--- src/rtl/vga_digit_scheduler.sv ---
// Scans three 8-bit ports round-robin through one shared double-dabble converter
// and publishes all nine BCD digits together in a single commit.
module vga_digit_scheduler #(
    parameter int unsigned REFRESH_DIV = 50000,
    parameter bit          CHANGE_ONLY = 1'b1
) (
    input  logic        clk_i,
    input  logic        rst_i,
    input  logic [7:0]  port0_i,
    input  logic [7:0]  port1_i,
    input  logic [7:0]  port2_i,
    input  logic        force_i,
    output logic [11:0] hundreds_o,
    output logic [11:0] tens_o,
    output logic [11:0] ones_o,
    output logic        update_o,
    output logic        busy_o
);
    localparam int unsigned CW = $clog2(REFRESH_DIV);
    localparam logic [CW-1:0] TC = CW'(REFRESH_DIV - 1);

    typedef enum logic [1:0] {S_IDLE, S_SHIFT, S_STORE, S_COMMIT} state_t;

    state_t        state_q, state_d;
    logic [CW-1:0] cnt_q, cnt_d;
    logic          tick_pend_q, tick_pend_d;
    logic          force_pend_q, force_pend_d;
    logic [1:0]    idx_q, idx_d;
    logic [2:0]    bcnt_q, bcnt_d;
    logic [19:0]   sr_q, sr_d;
    logic [23:0]   snap_q, snap_d;
    logic [23:0]   last_q, last_d;
    logic [11:0]   stage_h_q, stage_h_d, stage_t_q, stage_t_d, stage_o_q, stage_o_d;
    logic [11:0]   hund_q, hund_d, tens_q, tens_d, ones_q, ones_d;
    logic          update_q, update_d;

    logic          tick;
    logic          start;
    logic          forced;
    logic [23:0]   snap_now;
    logic [19:0]   sr_adj;

    assign tick     = (cnt_q == TC);
    assign forced   = force_i | force_pend_q;
    assign start    = tick | tick_pend_q | forced;
    assign snap_now = {port2_i, port1_i, port0_i};

    // Add-3 correction on the three BCD nibbles before each shift.
    always_comb begin
        sr_adj = sr_q;
        if (sr_q[11:8]  >= 4'd5) sr_adj[11:8]  = sr_q[11:8]  + 4'd3;
        if (sr_q[15:12] >= 4'd5) sr_adj[15:12] = sr_q[15:12] + 4'd3;
        if (sr_q[19:16] >= 4'd5) sr_adj[19:16] = sr_q[19:16] + 4'd3;
    end

    always_comb begin
        state_d      = state_q;
        cnt_d        = tick ? '0 : cnt_q + 1'b1;
        tick_pend_d  = tick_pend_q | tick;
        force_pend_d = force_pend_q | force_i;
        idx_d        = idx_q;
        bcnt_d       = bcnt_q;
        sr_d         = sr_q;
        snap_d       = snap_q;
        last_d       = last_q;
        stage_h_d    = stage_h_q;
        stage_t_d    = stage_t_q;
        stage_o_d    = stage_o_q;
        hund_d       = hund_q;
        tens_d       = tens_q;
        ones_d       = ones_q;
        update_d     = 1'b0;

        case (state_q)
            S_IDLE: begin
                if (start) begin
                    tick_pend_d  = 1'b0;
                    force_pend_d = 1'b0;
                    snap_d       = snap_now;
                    if (!(CHANGE_ONLY && !forced && (snap_now == last_q))) begin
                        sr_d    = {12'b0, port0_i};
                        idx_d   = 2'd0;
                        bcnt_d  = 3'd0;
                        state_d = S_SHIFT;
                    end
                end
            end
            S_SHIFT: begin
                sr_d   = {sr_adj[18:0], 1'b0};
                bcnt_d = bcnt_q + 3'd1;
                if (bcnt_q == 3'd7) state_d = S_STORE;
            end
            S_STORE: begin
                stage_h_d[{idx_q, 2'b00} +: 4] = sr_q[19:16];
                stage_t_d[{idx_q, 2'b00} +: 4] = sr_q[15:12];
                stage_o_d[{idx_q, 2'b00} +: 4] = sr_q[11:8];
                if (idx_q != 2'd2) begin
                    idx_d   = idx_q + 2'd1;
                    sr_d    = {12'b0, (idx_q == 2'd0) ? snap_q[15:8] : snap_q[23:16]};
                    bcnt_d  = 3'd0;
                    state_d = S_SHIFT;
                end else begin
                    state_d = S_COMMIT;
                end
            end
            S_COMMIT: begin
                hund_d   = stage_h_q;
                tens_d   = stage_t_q;
                ones_d   = stage_o_q;
                last_d   = snap_q;
                update_d = 1'b1;
                state_d  = S_IDLE;
            end
            default: state_d = S_IDLE;
        endcase
    end

    always_ff @(posedge clk_i) begin
        if (rst_i) begin
            state_q      <= S_IDLE;
            cnt_q        <= '0;
            tick_pend_q  <= 1'b0;
            force_pend_q <= 1'b0;
            idx_q        <= '0;
            bcnt_q       <= '0;
            sr_q         <= '0;
            snap_q       <= '0;
            last_q       <= '0;
            stage_h_q    <= '0;
            stage_t_q    <= '0;
            stage_o_q    <= '0;
            hund_q       <= '0;
            tens_q       <= '0;
            ones_q       <= '0;
            update_q     <= 1'b0;
        end else begin
            state_q      <= state_d;
            cnt_q        <= cnt_d;
            tick_pend_q  <= tick_pend_d;
            force_pend_q <= force_pend_d;
            idx_q        <= idx_d;
            bcnt_q       <= bcnt_d;
            sr_q         <= sr_d;
            snap_q       <= snap_d;
            last_q       <= last_d;
            stage_h_q    <= stage_h_d;
            stage_t_q    <= stage_t_d;
            stage_o_q    <= stage_o_d;
            hund_q       <= hund_d;
            tens_q       <= tens_d;
            ones_q       <= ones_d;
            update_q     <= update_d;
        end
    end

    assign hundreds_o = hund_q;
    assign tens_o     = tens_q;
    assign ones_o     = ones_q;
    assign update_o   = update_q;
    assign busy_o     = (state_q != S_IDLE);
endmodule

--- config.mk ---
export PLATFORM = sky130hd
export DESIGN_NAME = vga_digit_scheduler
export DESIGN_NICKNAME = d
export VERILOG_FILES = /design/src/rtl/vga_digit_scheduler.sv
export SDC_FILE = /design/constraint.sdc
export NUM_CORES = 1
export LEC_CHECK = 0
export BUFFER_PORTS_ARGS = -buffer_cell sky130_fd_sc_hd__buf_2
export CAP_MARGIN = 20
export CORE_ASPECT_RATIO = 0.5
export CORE_MARGIN = 3
export CORE_UTILIZATION = 63
export DETAILED_ROUTE_END_ITERATION = 10
export HOLD_SLACK_MARGIN = 0.15
export PLACE_DENSITY = 0.82
export SLEW_MARGIN = 20
export SYNTH_ARGS = -nofsm -noshare
export SYNTH_HDL_FRONTEND = slang
export SYNTH_SLANG_ARGS = --single-unit
--- constraint.sdc ---
create_clock -name clk_i -period 5.8 [get_ports clk_i]
set_input_delay 0.58 -clock clk_i [delete_from_list [all_inputs] [get_ports clk_i]]
set_output_delay 0.58 -clock clk_i [all_outputs]
set_load 0.02 [all_outputs]
==> summary.txt <==
DR DRC count: 0
hpwl dp: 9389 um
PortBufs: 64
Clk network pwr share: 0.385
post-route ant nets: 0
largest net degree at the start of global routing: 105
largest family of logic cells by synthesized area: simple AND/OR/NAND/NOR gates
minimum clock period: 2.775 ns
CTS tree: done
crit path cell chain: inv_1 > ha_1 > or3b_1 > nor4_1 > nand3_1 > o21ai_2 > buf_4 > nor2_1 > o31ai_1
CP Data Required Time: 6.12 ns
setup TNS: 0 ns
CP Max Fanout: 30
final count of pins violating max slew: 0
setup ws final: 3.025 ns
worst-case clock skew: 0.009419 ns
Max VDD drop: 0.0002827 V
vias per cell: 5.949
outcome: finished clean
multiplexer area fraction after synthesis: 0.1333
Area contributors post-synth: dfxtp_1, mux2i_1, nor2_1
TritonRoute pass-1 iters: 5
Yosys top cell area share: 0.4757
max_cap viols: 0
Tot GR Track Use: 0.2511
global-route wire length before repair: 25180 um
Top delay family on crit path: simple AND/OR/NAND/NOR gates
Yosys top cell by area: dfxtp_1
clock sinks: 166
Post-Syn Area: 6985 um2
Starting DRT DRC Count: 428
# IOs: 65
most common cell after layout, fill and taps aside: dfxtp_1
met1 WL: 7118 um
nets: 808
Hold Vio Cnt, Final: 0
WP buf/inv: 2
P_sw: 0.8711 mW
Adder-Cell Fraction of Synth Area: 0.03224
# Post-CTS Setup Buffers: 0
Post-Synthesis Cells: 725
arrival time at the worst endpoint: 3.09 ns
power per cell area: 375.7 nW/um2
RSZ-0062 raised after global routing: false
antenna violations before repair: 0
Crit Path Category: flop to flop
WL met2: 7082 um
P_leak: 3.134 nW
Slew Limit Headroom: 0.2798
layout cells sized above 1: 0.1548
Worst-path clk slew: 0.06 ns
Combinational Power Share: 0.189
Post-Route WL: 15350 um
f_max: 0.3604 GHz
Synth Area in Compound Gates: 0.1114
Wirelength per Cell: 16.77 um
crit start category: flop
uppermost routed layer: met4
final worst-path cycle share: 0.4784
starting density of the core: 0.6648
fillers: 715
Internal Power: 2.102 mW
Ant. Diodes: 0
most frequent cells in the layout: dfxtp_1, nor2_1, mux2i_1
Post-Synth Simple-Gate Area: 0.1503
Clock Tree Root: clkbuf_16
synth unique cells: 54
primary flip-flop cell chosen by synthesis mapping: dfxtp_1
vias in the first global route: 5117
met3 wire len: 849 um
Die X: 154.9 um
maximum root-to-sink buffer count: 2
Worst path max stage delay: 0.43 ns
setup slack at placement: 2.957 ns
Num CTS Buffers: 17
slowest CP cell: or3b_1
die height: 80.46 um
crit path capture type: flop
vias post-DR: 5443
sequential area share after synthesis: 0.4757
syn_nets: 770
ys async rst share: 0
routability congestion estimate: 0.8074
measured slew at the worst slew-check pin: 1.080 ns
Mean Syn Cell Area: 9.635 um2
row count: 26
CTS H-tree depth: 4
setup violators final: 0
Die ar.: 12460 um2
Gates resized, CTS repair: 0
XOR/XNOR Fraction of Synth Area: 0.05141
#FFs+latches synth: 166
GRT overflow: 0
Post-synth EDFFs: 0
Layout Utilization: 0.7532
sequential fraction of design power: 0.427
CTS Hold Bufs: 0
Clk Latency, worst-skew pair: 0.42 ns
Sw Ratio: 0.2930
Area growth, synth to finish: 13.29%
YS warnings: 0
Core Region: 10510 um2
Worst Hold Class: primary input to flop
==> kinds of logic (layout without fill, tap and decap cells) <==
group | count (synthesis) | count (layout)
muxes | 92 | 92
buffers and inverters | 66 | 116
DFF | 166 | 166
adders and majority gates | 18 | 18
AOI/OAI and AO/OA | 112 | 112
and+or+nand+nor | 230 | 230
xor gates and xnor gates | 41 | 41
==> flip-flops by register name, summed over array words and instances, names as in the netlist <==
signal        cells
cnt_q            16
bcnt_q            3
update_o          1
stage_o_q        12
ones_o           12
stage_h_q        12
tick_pend_q       1
force_pend_q      1
state_q           2
sr_q             20
idx_q             2
hundreds_o       12
snap_q           24
tens_o           12
stage_t_q        12
last_q           24
==> synthesized netlist by cell type, drive strengths merged (6+ instances only) <==
library cell / instances
inv: 14
xnor2: 8
a21oi: 22
nor4: 6
or4: 7
clkbuf: 37
dfxtp: 166
buf: 15
o2111ai: 7
ha: 18
a22oi: 43
o21ai: 17
nor3: 7
xor2: 33
nand3: 8
mux2i: 84
nor2: 146
nand4: 9
nand2: 20
mux2: 8
==> worst register-to-register path, delay by kind of cell (launching register included) <==
kind                     cells  cell delay [ns]
AND/OR/NAND/NOR              4             1.18
flip-flops                   1             0.35
buffers and inverters        2             0.43
adder cells (fa/ha/maj)      1             0.26
AO/OA/AOI/OAI                2             0.46
==> power groups by stage <==
stage          Sequential [mW]  Clock, mW  Combinational, mW
2_1_floorplan             1.27          0              0.453
3_3_place_gp              1.29          0              0.529
3_5_place_dp              1.29          0              0.543
4_1_cts                   1.27       1.15              0.550
5_1_grt                   1.27       1.20              0.606
6_report                  1.27       1.14              0.561
==> final timing paths <==
kind | slack, ns | end | depth (start not counted) | startpoint
setup / recovery | 3.03 | sr_q[17] | 9 | state_q[0]
hold / removal | 0.42 | snap_q[20] | 3 | port2_i[4]
setup reg to reg | 3.03 | sr_q[17] | 9 | state_q[0]
hold reg to reg | 0.44 | cnt_q[0] | 1 | cnt_q[0]
==> layer usage <==
metal / track usage / vias up
li1: - / 2617
met1: 0.3339 / 2616
met2: 0.4061 / 177
met3: 0.05544 / 33
met4: 0.08987 / 0
met5: 0 / -
==> stage by stage <==
step / instances / power, mW / hold WS, ns / area (um2)
floorplan: 725 / 1.726 / 0.4129 / 6985
global placement: 883 / 1.815 / 0.4242 / 7293
detailed placement: 883 / 1.831 / 0.4378 / 7293
CTS: 914 / 2.968 / 0.4210 / 7894
global route: 915 / 3.083 / 0.4382 / 7914
finish: 915 / 2.973 / 0.4225 / 7914
==> final cells by class <==
cell class | count | area, um2 | share of cell area
well taps | 140 | 175.2 | 0.02213
flip-flops and latches | 166 | 3323 | 0.4199
clock buffers | 18 | 429.2 | 0.05423
multi-input cells | 493 | 3374 | 0.4264
inverters | 14 | 52.55 | 0.006640
clock inverters | 13 | 171.4 | 0.02166
repair buffers | 71 | 387.9 | 0.04901
No activity file was read; power rests on OpenSTA's default activity.
